File: src/rtl/puzzle_pkg.sv
// Shared constants for the puzzle register file: board geometry, reset and goal
// boards, and the fixed roles of the low registers.
package puzzle_pkg;

    localparam int BOARD_W = 18;
    localparam logic [BOARD_W-1:0] INIT_BOARD = 18'b001010100101011000;
    localparam logic [BOARD_W-1:0] GOAL_BOARD = 18'b001010011100101000;

    localparam int REG_BOARD = 0;
    localparam int REG_CNT   = 1;
    localparam int REG_ORD   = 2;

endpackage

File: src/rtl/undo_stack.sv
// Circular LIFO of previous r0 values. A push onto a full stack overwrites the
// oldest entry, so the history always keeps the most recent DEPTH boards.
module undo_stack #(
    parameter int WIDTH = 40,
    parameter int DEPTH = 8
) (
    input  logic                           clk,
    input  logic                           rst_n,
    input  logic                           push,
    input  logic                           pop,
    input  logic [WIDTH-1:0]               din,
    output logic [WIDTH-1:0]               dout,
    output logic [$clog2(DEPTH+1)-1:0]     level
);

    localparam int PTR_W = $clog2(DEPTH);
    localparam int LVL_W = $clog2(DEPTH + 1);

    logic [WIDTH-1:0] mem [DEPTH];
    logic [PTR_W-1:0] wp;
    logic [PTR_W-1:0] top_ptr;

    // wp is the next free slot; the newest entry sits just below it.
    assign top_ptr = (wp == '0) ? PTR_W'(DEPTH - 1) : wp - 1'b1;
    assign dout    = mem[top_ptr];

    // NOTE: the entry storage has no reset; level gates every read, so stale
    // contents are never observed and the array can map onto plain RAM cells.
    always_ff @(posedge clk) begin
        if (push) begin
            mem[wp] <= din;
        end
    end

    // NOTE: sequential state uses non-blocking assignments so every register
    // samples pre-edge values regardless of block ordering.
    always_ff @(posedge clk) begin
        if (!rst_n) begin
            wp    <= '0;
            level <= '0;
        end else if (push) begin
            wp <= (wp == PTR_W'(DEPTH - 1)) ? '0 : wp + 1'b1;
            if (level != LVL_W'(DEPTH)) begin
                level <= level + 1'b1;
            end
        end else if (pop && level != '0) begin
            wp    <= top_ptr;
            level <= level - 1'b1;
        end
    end

endmodule

File: src/rtl/puzzle_regfile_p.sv
// Register file whose r0 holds a puzzle board: board-changing writes bump the
// move counter in r1 and are recorded so they can be undone.
module puzzle_regfile_p #(
    parameter int                         DATA_W     = 40,
    parameter int                         DEPTH      = 16,
    parameter int                         BOARD_W    = puzzle_pkg::BOARD_W,
    parameter logic [BOARD_W-1:0]         INIT_BOARD = puzzle_pkg::INIT_BOARD,
    parameter logic [BOARD_W-1:0]         GOAL_BOARD = puzzle_pkg::GOAL_BOARD,
    parameter int                         UNDO_DEPTH = 8,
    parameter bit                         BYPASS     = 1'b0
) (
    input  logic                                clk,
    input  logic                                rst_n,
    input  logic                                we,
    input  logic [$clog2(DEPTH)-1:0]            dst,
    input  logic [DATA_W-1:0]                   data,
    input  logic [$clog2(DEPTH)-1:0]            src0,
    input  logic [$clog2(DEPTH)-1:0]            src1,
    input  logic                                undo,
    output logic [DATA_W-1:0]                   data0,
    output logic [DATA_W-1:0]                   data1,
    output logic [DATA_W-1:0]                   cnt,
    output logic [DATA_W-1:0]                   ord,
    output logic                                comp,
    output logic                                undo_err,
    output logic [$clog2(UNDO_DEPTH+1)-1:0]     undo_lvl
);
    import puzzle_pkg::*;

    localparam int ADDR_W = $clog2(DEPTH);

    logic [DATA_W-1:0]  regs [DEPTH];
    logic [BOARD_W-1:0] board;
    logic [DATA_W-1:0]  top_data;
    logic               board_move;
    logic               undo_ok;
    logic               undo_rej;

    assign board      = regs[REG_BOARD][BOARD_W-1:0];
    assign board_move = we && dst == ADDR_W'(REG_BOARD) && data[BOARD_W-1:0] != board;
    assign undo_ok    = undo && !we && undo_lvl != '0;
    assign undo_rej   = undo && !undo_ok;

    undo_stack #(
        .WIDTH (DATA_W),
        .DEPTH (UNDO_DEPTH)
    ) u_stack (
        .clk   (clk),
        .rst_n (rst_n),
        .push  (board_move),
        .pop   (undo_ok),
        .din   (regs[REG_BOARD]),
        .dout  (top_data),
        .level (undo_lvl)
    );

    // Later assignments in this block win, so the undo/counter updates refine
    // the plain write.
    always_ff @(posedge clk) begin
        if (!rst_n) begin
            for (int i = 0; i < DEPTH; i++) begin
                regs[i] <= '0;
            end
            regs[REG_BOARD] <= DATA_W'(INIT_BOARD);
            comp            <= 1'b0;
            undo_err        <= 1'b0;
        end else begin
            comp     <= (board == GOAL_BOARD);
            undo_err <= undo_rej;
            if (we) begin
                regs[dst] <= data;
            end
            if (board_move) begin
                regs[REG_CNT] <= regs[REG_CNT] + 1'b1;
            end
            if (undo_ok) begin
                regs[REG_BOARD] <= top_data;
                if (regs[REG_CNT] != '0) begin
                    regs[REG_CNT] <= regs[REG_CNT] - 1'b1;
                end
            end
        end
    end

    // NOTE: each output gets its default first so no path leaves it unassigned
    // and no latch is inferred.
    always_comb begin
        data0 = regs[src0];
        data1 = regs[src1];
        if (BYPASS && we && dst == src0) begin
            data0 = data;
        end
        if (BYPASS && we && dst == src1) begin
            data1 = data;
        end
    end

    assign cnt = regs[REG_CNT];
    assign ord = regs[REG_ORD];

endmodule

File: config.mk
export PLATFORM = sky130hd
export DESIGN_NAME = puzzle_regfile_p
export DESIGN_NICKNAME = d
export VERILOG_FILES = /design/src/rtl/puzzle_pkg.sv /design/src/rtl/undo_stack.sv /design/src/rtl/puzzle_regfile_p.sv
export SDC_FILE = /design/constraint.sdc
export NUM_CORES = 1
export LEC_CHECK = 0
export ABC_AREA = 0
export BUFFER_PORTS_ARGS = -buffer_cell sky130_fd_sc_hd__buf_2
export CORE_MARGIN = 2
export CORE_UTILIZATION = 60
export DETAILED_ROUTE_END_ITERATION = 8
export PLACE_DENSITY = 0.78
export SLEW_MARGIN = 20
export SYNTH_ARGS = -nofsm -noshare
export SYNTH_HDL_FRONTEND = slang
export SYNTH_SLANG_ARGS = --single-unit
File: constraint.sdc
create_clock -name clk -period 6.5 [get_ports clk]
set_input_delay 0.975 -clock clk [delete_from_list [all_inputs] [get_ports clk]]
set_output_delay 0.975 -clock clk [all_outputs]
set_load 0.02 [all_outputs]
# ---- Word level (Yosys, flattened, before mapping)
# Memory sizes are Yosys's and may differ from the RTL's.
# Index checks and enable logic that the tools add are counted.
dict set report classes {
  n_eq_ne 5
  reduce_logical 15
  n_addsub 6
  n_mux 29
  n_bitwise 4
}
# cell count
set op_table {}
lappend op_table {{$mux W40} 5}
lappend op_table {{$add A40 B1 Y40 const B} 1}
lappend op_table {{$reduce_bool A40 Y1} 1}
lappend op_table {{$reduce_or A40 Y1} 1}
lappend op_table {{$sub A40 B1 Y40 const B} 1}
lappend op_table {{$eq A18 B16 Y1 const B} 1}
lappend op_table {{$ne A18 B18 Y1} 1}
lappend op_table {{$mux W1} 16}
lappend op_table {{$mux W4} 4}
lappend op_table {{$mux W3} 4}
lappend op_table {{$logic_and A1 B1 Y1} 6}
lappend op_table {{$add A4 B1 Y4 const B} 1}
lappend op_table {{$logic_not A4 Y1} 1}
lappend op_table {{$ne A4 B4 Y1 const B} 1}
lappend op_table {{$or A1 B1 Y1} 4}
lappend op_table {{$reduce_bool A4 Y1} 1}
lappend op_table {{$sub A4 B1 Y4 const B} 1}
lappend op_table {{$add A3 B1 Y3 const B} 1}
lappend op_table {{$eq A3 B3 Y1 const B} 1}
lappend op_table {{$logic_not A3 Y1} 1}
lappend op_table {{$sub A3 B1 Y3 const B} 1}
lappend op_table {{$logic_not A1 Y1} 2}
lappend op_table {{$ne A2 B1 Y1 const B} 1}
lappend op_table {{$reduce_and A2 Y1} 1}
lappend op_table {{$reduce_bool A2 Y1} 1}
dict set report word_totals {
  n_memories 2
  ff_bits 9
  ram_bits 960
  input_bits 56
  output_inout_bits 166
  word_cells 65
}
# name words word_bits rd rd_ports_with_merged_regs wr line_no
set memory_table {}
lappend memory_table {regs 16 40 5 0 16 puzzle_regfile_p.sv:32} ;# logic [DATA_W-1:0] regs [DEPTH];
lappend memory_table {u_stack.mem 8 40 1 0 1 undo_stack.sv:19} ;# logic [WIDTH-1:0] mem [DEPTH];

# ---- Depth between registers and ports, before layout
dict set report logic_depth {
  ltp_word 8
  ltp_mapped 15
}

# ---- Hierarchy
# Synthesis repeated with hierarchy kept, for this count alone.
dict set report hier_totals {
  hier_cells 2917
  hier_area_um2 49018.3
}
# module cells_per_inst n_inst area_each_um2
set by_module_without_submodules {}
lappend by_module_without_submodules {puzzle_regfile_p 2325 1 36217.2}
lappend by_module_without_submodules {undo_stack 592 1 12801.0}

# ---- Worst setup path after synthesis
# No wires, ideal clock.
dict set report synth_timing {
  path_type {input-to-reg}
  start {input we}
  end {memory regs[1][32], data pin}
  path_stages 13
  setup_time_ps 256
  t_arrival_ps 5182
  required_ps 6244
  path_buffers 0
  slack_ps 1061
  path_cell_list {nor2_1 > nand3_1 > nor2_1 > ha_1 > and3_4 > a221o_1 > a31o_4 > o211ai_2 > a21oi_2 > a311oi_2 > o21ai_1 > xnor2_1 > a22o_1}
}
# element line_no
set synth_lines {}
lappend synth_lines {{from (decl)} puzzle_regfile_p.sv:14} ;# input logic we,
lappend synth_lines {{to (decl)} puzzle_regfile_p.sv:32}

==> reports/qor.yml <==
wl_met1_mm: 51.21
highest_layer: "met5"
path_cells: "nor4_1, nand4_1, nor3_1, nor2_4, buf_16, ha_1, and3_4, a221o_1, a31o_4, o211ai_2, a21oi_2, a311oi_2, o21ai_1, xnor2_1, a22o_1"
fin_crit_sh: 0.7544
cts_setup_buffers: 0
postSynth.asyncResetShare: 0
yosys_register_bits: 969
wl_per_cell_microns: 35.22
fin_crit_ns: 4.904
final_nets: 3137
synth_ff_type: "edfxtp_1"
ios: 222
max_freq_ghz: 0.2039
finalMaxSlewViolations: 0
cts_tree: "yes"
initial_core_util: 0.6037
yosysUniqueCellTypes: 63
wl_met2_mm: 69.62
cp.arrival_ns: 5.31
cts_buffer_depth: 3
clock_latency_ns: 0.67
routed_wl_mm: 147.3
fin_area_sq_mm: 0.05428
cts_resized: 0
synthToLayoutAreaGrowth_pct: 12.18
hold_viol: 0
grt_pass1_vias: 30479
post_dp_cell_area_sq_mm: 0.05105
cp-start-kind: "flop"
drc: 0
cp.required_ns: 6.91
die_w_microns: 288.0
worst_pin_slew_ns: 1.162
num_vias: 30302
cpPeakStageDelay_ns: 0.55
cts_buffers: 97
drt_iter0_drc: 4818
die_h_microns: 288.0
track_usage: 0.3603
syn_nets: 2983
status: "completed"
ir_drop_v: 0.0002358
first_pass_iters: 8
num-fill-cells: 5278
dp_hpwl_mm: 92.52
ctsRootBufferMaster: "clkbuf_16"
rsz0062_at_grt: "no"
clk_pin_slew_ns: 0.06
maxCapViolCount: 0
synth_cells: 2881
via_per_inst: 7.246
final_common_cell: "edfxtp_1"
coreArea_sq_mm: 0.08016
yosysSeqAreaShare: 0.5994
hp-class: "in -> reg"
path_max_fanout: 22
met3WireLength_mm: 18.66
cp_slowest_cell: "nor3_1"
finalWeightedCongestion: 0.9741
dieArea_sq_mm: 0.08294
path_class: "reg -> reg"
fin_worst_skew_ns: 0.02802
ant_nets: 0
mostFrequentLayoutCells: "edfxtp_1 (960), and2_1 (563), mux4_2 (480)"
leakagePower_nw: 18.44
clock-sinks: 969
overflow: 0
io_buffers: 221
relSlewSlack: 0.2222
grt_max_degree: 79
syn_avg_cell_area_sq_um: 16.80
synth_edf_count: 960
pwr_density_cell_mw_per_mm2: 286.2
grt_pass1_wl_mm: 211.0
syn_area_sq_mm: 0.04839
fin_setup_tns_ns: 0
ctsHoldBuffers: 0
std_cell_rows: 104
drive_above_1_share: 0.3102
antenna_found_initial: 16
htreeDepth: 3
yosysWarnings: 0
endpoint_kind: "flop"
finalSetupViolCount: 0
[worst max-delay path: cells and delay by family (launching register included)]
| family | cells | cell delay, ns |
|---|---|---|
| and+or+nand+nor | 5 | 1.84 |
| AOI/OAI and AO/OA | 7 | 1.56 |
| DFF | 1 | 0.54 |
| adders and majority gates | 1 | 0.34 |
| buffers and inverters | 1 | 0.24 |
| xor gates and xnor gates | 1 | 0.13 |
[layout make-up]
type / count / area, sq um / share of cell area
clock buffer: 117 / 2545 / 0.04688
antenna: 8 / 20.02 / 0.0003688
inverter: 14 / 52.55 / 0.0009681
clock inverter: 61 / 644.4 / 0.01187
tap: 1060 / 1326 / 0.02443
sequential: 969 / 29010 / 0.5344
timing repair buffer: 295 / 1952 / 0.03596
multi-input combinational: 1658 / 18740 / 0.3451
[state kept, by name, indices dropped and copies added (netlist names)]
signal,cells
comp,1
u_stack.level,4
undo_err,1
u_stack.mem,320
u_stack.wp,3
regs,640
[path summary, 6_finish.rpt]
path,start,end,slack [ns],depth (start not counted)
worst min register to register,u_stack.level[1],u_stack.level[1],0.62,2
worst max register to register,regs[1][34],regs[1][32],1.60,15
worst max-delay path,regs[1][34],regs[1][32],1.60,15
worst min-delay path,undo,undo_err,0.60,3
[cells by family (layout without fill, tap and decap cells)]
logic type,count (synthesis),count (layout),synth area share
AO/OA/AOI/OAI,239,239,0.03035
XOR/XNOR,60,60,0.01086
adder cells (fa/ha/maj),46,46,0.01220
buffers and inverters,254,487,0.02063
flip-flops,969,969,0.5994
multiplexers,520,520,0.2317
other,0,8,0
AND/OR/NAND/NOR,793,793,0.09484
[per-layer routing]
layer  track usage  up-vias
li1              -    11781
met1        0.4928    15490
met2        0.5566     2558
met4        0.1773        8
met5             0        -
met3       0.07971      465
[power breakdown]
part	leakage, nW	switching [W]	total, W	internal (W)
Sequential	9.15	0.000302	0.00750	0.00720
Combinational	7.75	0.00132	0.00232	0.00100
Clock	1.55	0.00241	0.00571	0.00330
Total	18.4	0.00403	0.0155	0.0115
[metrics by stage]
step             util  power [W]  setup slack (ns)  std cells  hold slack (ns)
2_1_floorplan       -   0.009040             1.061       2881           0.5334
3_3_place_gp   0.6365   0.009814             1.054       3994           0.5518
3_5_place_dp   0.6368   0.009905             1.066       3995           0.6026
4_1_cts        0.6766    0.01551             1.590       4173           0.5727
5_1_grt        0.6770    0.01589             1.479       4176           0.6095
6_report       0.6772    0.01554             1.596       4182           0.5999
[Yosys cell counts (2+ instances only)]
| cell | instances | area share |
|---|---|---|
| edfxtp_1 | 960 | 0.60 |
| and2_1 | 563 | 0.073 |
| mux4_2 | 480 | 0.22 |
| clkbuf_1 | 176 | 0.014 |
| nand2_1 | 113 | 0.0088 |
| o21ai_0 | 64 | 0.0066 |
| a21oi_1 | 44 | 0.0046 |
| ha_1 | 44 | 0.011 |
| o21ai_1 | 43 | 0.0044 |
| mux2i_1 | 40 | 0.0083 |
| nor2_1 | 39 | 0.0030 |
| buf_1 | 34 | 0.0026 |
| xor2_1 | 33 | 0.0060 |
| buf_2 | 27 | 0.0028 |
| xnor2_1 | 27 | 0.0049 |
| a21o_1 | 19 | 0.0029 |
| nor4_1 | 17 | 0.0022 |
| nand3_1 | 14 | 0.0014 |
| o21a_1 | 14 | 0.0022 |
| inv_1 | 12 | 0.00093 |
| dfxtp_1 | 9 | 0.0037 |
| nand4_1 | 9 | 0.0012 |
| nor3_1 | 9 | 0.00093 |
| o21bai_1 | 9 | 0.0014 |
| and3_1 | 8 | 0.0010 |
| a31oi_1 | 7 | 0.00090 |
| a211oi_1 | 5 | 0.00078 |
| a22o_1 | 5 | 0.00090 |
| nor4b_1 | 4 | 0.00072 |
| a211o_1 | 3 | 0.00054 |
| a21boi_0 | 3 | 0.00047 |
| buf_4 | 3 | 0.00047 |
| nand2b_1 | 3 | 0.00039 |
| nor2b_1 | 3 | 0.00039 |
| o211ai_1 | 3 | 0.00047 |
| a21boi_1 | 2 | 0.00031 |
| a311oi_1 | 2 | 0.00036 |
| fa_1 | 2 | 0.00083 |
| inv_2 | 2 | 0.00016 |
| o221ai_1 | 2 | 0.00036 |
| o31ai_1 | 2 | 0.00031 |
| or3_1 | 2 | 0.00026 |
(Power assumes the default switching activity.)
